<file path="config.mk">
export PLATFORM = sky130hd
export DESIGN_NAME = frame_sync_config_scheduler
export DESIGN_NICKNAME = d
export VERILOG_FILES = /design/src/rtl/frame_sync_config_scheduler.sv
export SDC_FILE = /design/constraint.sdc
export NUM_CORES = 2
export LEC_CHECK = 0
export ABC_AREA = 1
export BUFFER_PORTS_ARGS = -buffer_cell sky130_fd_sc_hd__buf_2
export CORE_ASPECT_RATIO = 1.4
export CORE_MARGIN = 1.5
export CORE_UTILIZATION = 35
export CTS_CLUSTER_SIZE = 10
export DETAILED_ROUTE_END_ITERATION = 10
export HOLD_SLACK_MARGIN = 0.12
export PLACE_DENSITY = 0.54
export SLEW_MARGIN = 20
export SYNTH_ARGS = -nofsm -noshare
export SYNTH_HDL_FRONTEND = slang
export SYNTH_SLANG_ARGS = --single-unit
</file>
<file path="constraint.sdc">
create_clock -name clk_i -period 5.7 [get_ports clk_i]
set_input_delay 0.57 -clock clk_i [delete_from_list [all_inputs] [get_ports clk_i]]
set_output_delay 0.57 -clock clk_i [all_outputs]
set_load 0.005 [all_outputs]
</file>
<file path="src/rtl/frame_sync_config_scheduler.sv">
// Holds host configuration writes in a FIFO and replays only committed transactions
// onto the command port at frame boundaries, so a frame never sees mixed parameters.
module frame_sync_config_scheduler #(
  parameter int ADDR_WIDTH = 16,
  parameter int DATA_WIDTH = 32,
  parameter int DEPTH      = 32
) (
  input  logic                  clk_i,
  input  logic                  rst_i,
  input  logic                  host_valid_i,
  output logic                  host_ready_o,
  input  logic [ADDR_WIDTH-1:0] host_addr_i,
  input  logic [DATA_WIDTH-1:0] host_data_i,
  input  logic                  host_last_i,
  input  logic                  host_abort_i,
  input  logic                  frame_end_i,
  input  logic                  frame_start_i,
  output logic                  cmd_valid_o,
  output logic [ADDR_WIDTH-1:0] cmd_addr_o,
  output logic [DATA_WIDTH-1:0] cmd_data_o,
  output logic                  pending_o,
  output logic                  late_o,
  output logic [15:0]           frames_applied_o
);

  localparam int IDX_W   = $clog2(DEPTH);
  localparam int PTR_W   = IDX_W + 1;
  localparam int ENTRY_W = ADDR_WIDTH + DATA_WIDTH;

  localparam logic [0:0] ST_IDLE  = 1'b0;
  localparam logic [0:0] ST_DRAIN = 1'b1;

  logic [ENTRY_W-1:0] mem_q [DEPTH];

  logic [PTR_W-1:0]      wr_q, wr_d;
  logic [PTR_W-1:0]      rd_q, rd_d;
  logic [PTR_W-1:0]      commit_q, commit_d;
  logic [PTR_W-1:0]      drain_left_q, drain_left_d;
  logic [0:0]            state_q, state_d;
  logic                  cmd_valid_q, cmd_valid_d;
  logic [ADDR_WIDTH-1:0] cmd_addr_q, cmd_addr_d;
  logic [DATA_WIDTH-1:0] cmd_data_q, cmd_data_d;
  logic                  late_q, late_d;
  logic [15:0]           frames_q, frames_d;

  logic [PTR_W-1:0]   occupancy;
  logic [PTR_W-1:0]   committed_cnt;
  logic               full;
  logic               push;
  logic [ENTRY_W-1:0] rd_entry;

  // The extra pointer bit distinguishes a full FIFO from an empty one.
  assign occupancy     = wr_q - rd_q;
  assign committed_cnt = commit_q - rd_q;
  assign full          = (occupancy == PTR_W'(DEPTH));
  assign host_ready_o  = !full && !host_abort_i;
  assign push          = host_valid_i && host_ready_o;
  assign rd_entry      = mem_q[rd_q[IDX_W-1:0]];

  always_ff @(posedge clk_i) begin
    if (push) begin
      mem_q[wr_q[IDX_W-1:0]] <= {host_addr_i, host_data_i};
    end
  end

  always_comb begin
    wr_d         = wr_q;
    rd_d         = rd_q;
    commit_d     = commit_q;
    drain_left_d = drain_left_q;
    state_d      = state_q;
    cmd_valid_d  = 1'b0;
    cmd_addr_d   = cmd_addr_q;
    cmd_data_d   = cmd_data_q;
    late_d       = late_q;
    frames_d     = frames_q;

    // Abort rewinds only the uncommitted tail; committed and in-flight entries are untouched.
    if (host_abort_i) begin
      wr_d = commit_q;
    end else if (push) begin
      wr_d = wr_q + 1'b1;
      if (host_last_i) begin
        commit_d = wr_q + 1'b1;
      end
    end

    case (state_q)
      ST_IDLE: begin
        if (frame_end_i && (committed_cnt != '0)) begin
          drain_left_d = committed_cnt;
          state_d      = ST_DRAIN;
        end
      end
      ST_DRAIN: begin
        cmd_valid_d  = 1'b1;
        cmd_addr_d   = rd_entry[ENTRY_W-1:DATA_WIDTH];
        cmd_data_d   = rd_entry[DATA_WIDTH-1:0];
        rd_d         = rd_q + 1'b1;
        drain_left_d = drain_left_q - 1'b1;
        if (frame_start_i) begin
          late_d = 1'b1;
        end
        if (drain_left_q == PTR_W'(1)) begin
          state_d  = ST_IDLE;
          frames_d = frames_q + 16'd1;
        end
      end
      default: begin
        state_d = ST_IDLE;
      end
    endcase
  end

  always_ff @(posedge clk_i or posedge rst_i) begin
    if (rst_i) begin
      wr_q         <= '0;
      rd_q         <= '0;
      commit_q     <= '0;
      drain_left_q <= '0;
      state_q      <= ST_IDLE;
      cmd_valid_q  <= 1'b0;
      cmd_addr_q   <= '0;
      cmd_data_q   <= '0;
      late_q       <= 1'b0;
      frames_q     <= '0;
    end else begin
      wr_q         <= wr_d;
      rd_q         <= rd_d;
      commit_q     <= commit_d;
      drain_left_q <= drain_left_d;
      state_q      <= state_d;
      cmd_valid_q  <= cmd_valid_d;
      cmd_addr_q   <= cmd_addr_d;
      cmd_data_q   <= cmd_data_d;
      late_q       <= late_d;
      frames_q     <= frames_d;
    end
  end

  assign cmd_valid_o      = cmd_valid_q;
  assign cmd_addr_o       = cmd_addr_q;
  assign cmd_data_o       = cmd_data_q;
  assign pending_o        = (committed_cnt != '0);
  assign late_o           = late_q;
  assign frames_applied_o = frames_q;

endmodule

</file>
**After elaboration in Yosys (flattened, before gate mapping)**

Memories as Yosys holds them, arrays and structs flattened. A register that Yosys moved wholly into a read port is not among the register bits.
Cells that the tools add are included.

- Memories: 1
- Word-level logic and storage cells: 40
- Flip-flop bits (word level): 43
- Output and inout port bits: 68
- RAM bits: 1536

- Bitwise logic cells: 2
- Eq/ne operators: 3
- Add/subtract/negate cells: 6
- Reductions and logical operators: 10
- Muxes and demuxes: 10

Memory list:

| memory | depth | bits a word | rd ports | clocked after memory_dff | wr ports | RTL line | RTL |
|---|---|---|---|---|---|---|---|
| mem_q | 32 | 48 | 1 | 1 | 1 | 33 | `logic [ENTRY_W-1:0] mem_q [DEPTH];` |

Operators with widths:

| operator | number |
|---|---|
| $mux 6 | 3 |
| $add 16x1->16 const B | 1 |
| $add 6x1->6 const B | 2 |
| $pmux 6 s2 | 1 |
| $sub 6x6->6 | 2 |
| $eq 6x1->1 const B | 1 |
| $eq 6x6->1 const B | 1 |
| $reduce_bool 6->1 | 1 |
| $sub 6x1->6 const B | 1 |
| $mux 1 | 5 |
| $reduce_and 2->1 | 2 |
| $logic_and 1x1->1 | 3 |
| $reduce_and 3->1 | 1 |
| $logic_not 1->1 | 2 |
| $ne 2x2->1 const B | 1 |
| $not 1->1 | 2 |
| $pmux 1 s2 | 1 |
| $reduce_bool 2->1 | 1 |

**Logic depth before layout (Yosys ltp)**

- Word-level depth: 7
- Depth in mapped cells: 17
- Depth with buffers taken out: 15

**Least setup slack after synthesis**

OpenSTA, ideal clock, no wires.

- Kind: register to register
- Start point: register rd_q[2]
- End point: memory mem_q[12][0] (netlist bit), enable pin
- Arrival time: 5.710 ns
- Data required time: 5.187 ns
- Period minus slack after synthesis: 6.223 ns
- Cell stages (with the launch flop): 15
- Setup slack: -0.523 ns
- Library setup time: 0.513 ns
- Cells stage by stage: dfrtp_1 inv_1 clkbuf_1 clkbuf_1 ha_1 or2_1 nand3b_1 nand2_1 nand2_1 nand2_1 nand2_1 nand3_1 buf_2 buf_2 nor3_1

- Longest elaborated chain between the ends: 7

Ends and longest elaborated chain:

| what | RTL line | RTL |
|---|---|---|
| start: declaration | 36 | `logic [PTR_W-1:0] rd_q, rd_d;` |
| start signal: assignment | 129 | `rd_q <= rd_d;` |
| $sub 6x6->6 | 53 | `assign occupancy = wr_q - rd_q;` |
| $eq 6x6->1 | 55 | `assign full = (occupancy == PTR_W'(DEPTH));` |
| $logic_not 1->1 | 56 | `assign host_ready_o = !full && !host_abort_i;` |
| $logic_and 1x1->1 | 56 |  |
| $logic_and 1x1->1 | 57 | `assign push = host_valid_i && host_ready_o;` |
| $mux 1 | 61 | `if (push) begin` |
| $mux 1 (not written as such) | 62 | `mem_q[wr_q[IDX_W-1:0]] <= {host_addr_i, host_data_i};` |
| end: declaration | 33 |  |

No other way between the ends.

**Worst setup path in the final report**

- Start point: register rd_q[2]
- End point: output host_ready_o

- Longest elaborated chain between the ends: 4

Ends and longest elaborated chain:

| what | RTL line | RTL |
|---|---|---|
| $sub 6x6->6 | 53 |  |
| $eq 6x6->1 | 55 |  |
| $logic_not 1->1 | 56 |  |
| $logic_and 1x1->1 | 56 |  |
| end: declaration | 11 | `output logic host_ready_o,` |

No other way between the ends.

==> reports/qor.yml <==
outcome:
  run_status: "completed"
setup_path:
  worstSetupEndpointType: "primary output"
  critical_path.max_stage_delay_ns: 0.62
  timing.critical_path.required_ns: 5.13
  crit_start: "rd_q[2]"
  crit_chain: "inv_4 > ha_1 > or2_1 > nand3b_1 > nand2_1 > nand2_1 > nand2_1 > a21oi_1 > buf_2"
  worst_path_max_delay_cell: "sky130_fd_sc_hd__a21oi_1"
  cpMostUsedCell: "sky130_fd_sc_hd__nand2_1"
  worst_setup_path_category: "reg -> out"
  arrival_time_at_the_worst_endpoint_ns: 3.56
  worstSetupStartpointType: "flip-flop"
  critPathMaxFanout: 32
  reg2reg_from: "rd_q[2]"
clocking:
  tritoncts: "done"
  ctsRootBufferMaster: "sky130_fd_sc_hd__clkbuf_16"
  htree_levels: 4
  cts_inserted_buffers: 182
  cts_setup_buffers: 0
  clock_insertion_delay_worst_skew_ns: 0.81
  longest_clk_path_bufs: 3
  cts.sink_count: 1627
  clk_pin_slew_ns: 0.06
route:
  remaining_drcs: 0
  routed_wire_length_mm: 191
  iteration_count_of_the_initial_detailed_routing_pass: 5
  initialDrtViolationCount: 3799
  routed_wire_length_per_instance_um: 24.4
  detail_route.vias_per_cell: 5.28
  detail-route-antenna-nets: 0
  num_vias: 41300
layout:
  multi_input_area_mm2: 0.0149
  fillers: 17300
  fin_util: 0.398
  final-seq-area_mm2: 0.0484
  layout_nets: 5319
  post_route_cells_drive_above_1_share: 0.0891
  final-instance-count-excl-fill: 7814
  final_cell_mix: "1536 x sky130_fd_sc_hd__edfxtp_1, 992 x sky130_fd_sc_hd__nor2_1, 692 x sky130_fd_sc_hd__o21ai_0"
  most_common_cell_after_layout_fill_and_taps_aside: "sky130_fd_sc_hd__edfxtp_1"
  syn_to_final_growth_pct: 13.4
yosys:
  synthesis.nets: 5241
  syn-instance-count: 5167
  synth_area_per_cell_um2: 12.6
  yosys_register_bits: 1627
  synth.yosys.seq_area_share: 0.744
  netlist_area_mm2: 0.0650
  total_of_warnings_raised_by_yosys: 0
  netlist-cell-type-count: 32
timing:
  transition_time_of_the_tightest_slew_check_pin_ns: 1.17
  slew-limit-headroom: 0.220
  setup_viol: 0
  fin_setup_tns_ns: 0
  finalMaxSlewViolations: 0
  final.setup_skew_ns: 0.0352
  finalHoldViolations: 0
  layout_worst_path_cycle_share: 0.725
  layout_setup_ws_ns: 1.57
  whs_ns: 0.285
  period_needed_ns: 4.13
  achievable-frequency_mhz: 242
  rsz0062_at_grt: "no"
power_and_ir_drop:
  power.internal_w: 0.0230
  ir_drop_mv: 0.424
  switching_share: 0.369
  power_frac_comb: 0.319
  power_per_cell_area_mw_per_mm2: 494
  clock_power_share: 0.294
  total_switching_power_w: 0.0134
  p_seq_frac: 0.387
  power.leakage_nw: 24.6
placed_design:
  port_buffers: 122
  detailedPlacementHpwl_mm: 102
  numPlacedInstances: 7511
  weighted_congestion_at_the_end_of_routability_driven_global_placement: 0.808
  post-place-ws_ns: 1.71
hold_path:
  worst_hold_path_type: "in -> reg"
  min-delay-start: "host_data_i[12]"
grt:
  grt_max_degree: 190
  grt_antenna_before_repair: 22
  grt_pass1_wl_mm: 277
  grt.total_usage: 0.199
  first_global_vias: 40000
  overflow: 0
run:
  max-cap-violations: 0
floorplanning:
  dieHeight_um: 513
  core_mm2: 0.185
  initial_util: 0.351
  die_w_um: 367
  floorplan.rows: 187
  io-pin-count: 123
  floorplan.die_area_mm2: 0.188
-- power by group through the flow --
stage          Clock (W)  Combinational, W  Sequential (W)
5_1_grt           0.0114            0.0128          0.0142
3_5_place_dp           0            0.0117          0.0144
2_1_floorplan          0           0.00770          0.0141
4_1_cts           0.0109            0.0117          0.0141
3_3_place_gp           0            0.0116          0.0144
6_report          0.0107            0.0116          0.0141
-- cell type report --
| class | count | share of cell area |
|---|---|---|
| sequential | 1627 | 0.657 |
| multi-input combinational | 3108 | 0.202 |
| clock buffer | 282 | 0.0692 |
| tap | 2457 | 0.0417 |
| timing repair buffer | 235 | 0.0227 |
| inverter | 91 | 0.00499 |
| clock inverter | 9 | 0.00234 |
| antenna | 5 | 0.000170 |
-- critical path: cells and delay by family, from the launching register on --
kind	cells	cell delay, ns
compound gates	1	0.62
flops	1	0.50
fa+ha+maj	1	0.39
simple gates	5	0.59
buf+inv	2	0.65
-- worst paths after layout --
check | to | slack (ns) | cells past startpoint
min reg2reg | late_o | 0.46 | 1
min in group asynchronous | frames_applied_o[10] | 0.52 | 3
max | host_ready_o | 1.57 | 9
max reg2reg | mem_q[20][23] | 1.66 | 13
min | mem_q[0][12] | 0.29 | 1
max in group asynchronous | cmd_data_o[10] | 3.96 | 4
-- per-layer routing --
metal / global-route usage / vias to the layer above / part of all wire
met2: 0.337 / 1211 / 0.49
met4: 0.0731 / 14 / 0.034
met5: 0 / - / 0.00047
li1: - / 18800 / -
met1: 0.257 / 20900 / 0.42
met3: 0.0342 / 295 / 0.056
-- cells by family (layout without fill, tap and decap cells) --
kind of cell / count (synthesis) / count (layout) / synth area share
compound gates: 1143 / 1143 / 0.0979
xor+xnor: 28 / 28 / 0.00377
fa+ha+maj: 19 / 19 / 0.00377
buf+inv: 432 / 617 / 0.0313
flops: 1627 / 1627 / 0.744
mux: 1 / 1 / 0.000154
other cells: 0 / 5 / 0
simple gates: 1917 / 1917 / 0.119
-- synth_stat cells, drive strengths merged --
library cell | n | area (um^2)
nor3 | 40 | 200
buf | 167 | 1040
clkbuf | 174 | 653
o21ai | 770 | 3850
nand3b | 17 | 128
a21o | 1 | 7.51
xnor2 | 10 | 87.6
ha | 18 | 225
nor4 | 2 | 12.5
nand4 | 40 | 250
o31ai | 1 | 7.51
dfrtp | 91 | 2280
nand2 | 586 | 2200
clkinv | 4 | 15.0
inv | 87 | 327
o211ai | 192 | 1440
a21oi | 49 | 245
nor2 | 994 | 3730
edfxtp | 1536 | 46100
or2 | 9 | 56.3
xor2 | 18 | 158
o22ai | 130 | 813
and3 | 1 | 6.26
mux2i | 1 | 10.0
nand3 | 228 | 1140
fa | 1 | 20.0
-- stage by stage --
stage	area (um^2)	power, W
6_report	73700	0.0364
5_1_grt	73700	0.0383
4_1_cts	73700	0.0368
3_5_place_dp	68400	0.0260
3_3_place_gp	68400	0.0259
2_1_floorplan	65100	0.0218
-- what timing repair did --
| action | CTS | global route |
|---|---|---|
| hold buffers | 7 | 0 |
| hold endpoints to repair | 73 | 0 |
| gates resized for setup | 0 | 0 |
| setup endpoints to repair | 0 | 0 |
-- state kept, by name (all words and copies together), names as in the netlist --
name	flops
cmd_addr_o	16
cmd_data_o	32
cmd_valid_o	1
commit_q	6
drain_left_q	6
frames_applied_o	16
late_o	1
mem_q	1536
rd_q	6
state_q	1
wr_q	6
Power figures use the tool's default switching activity.
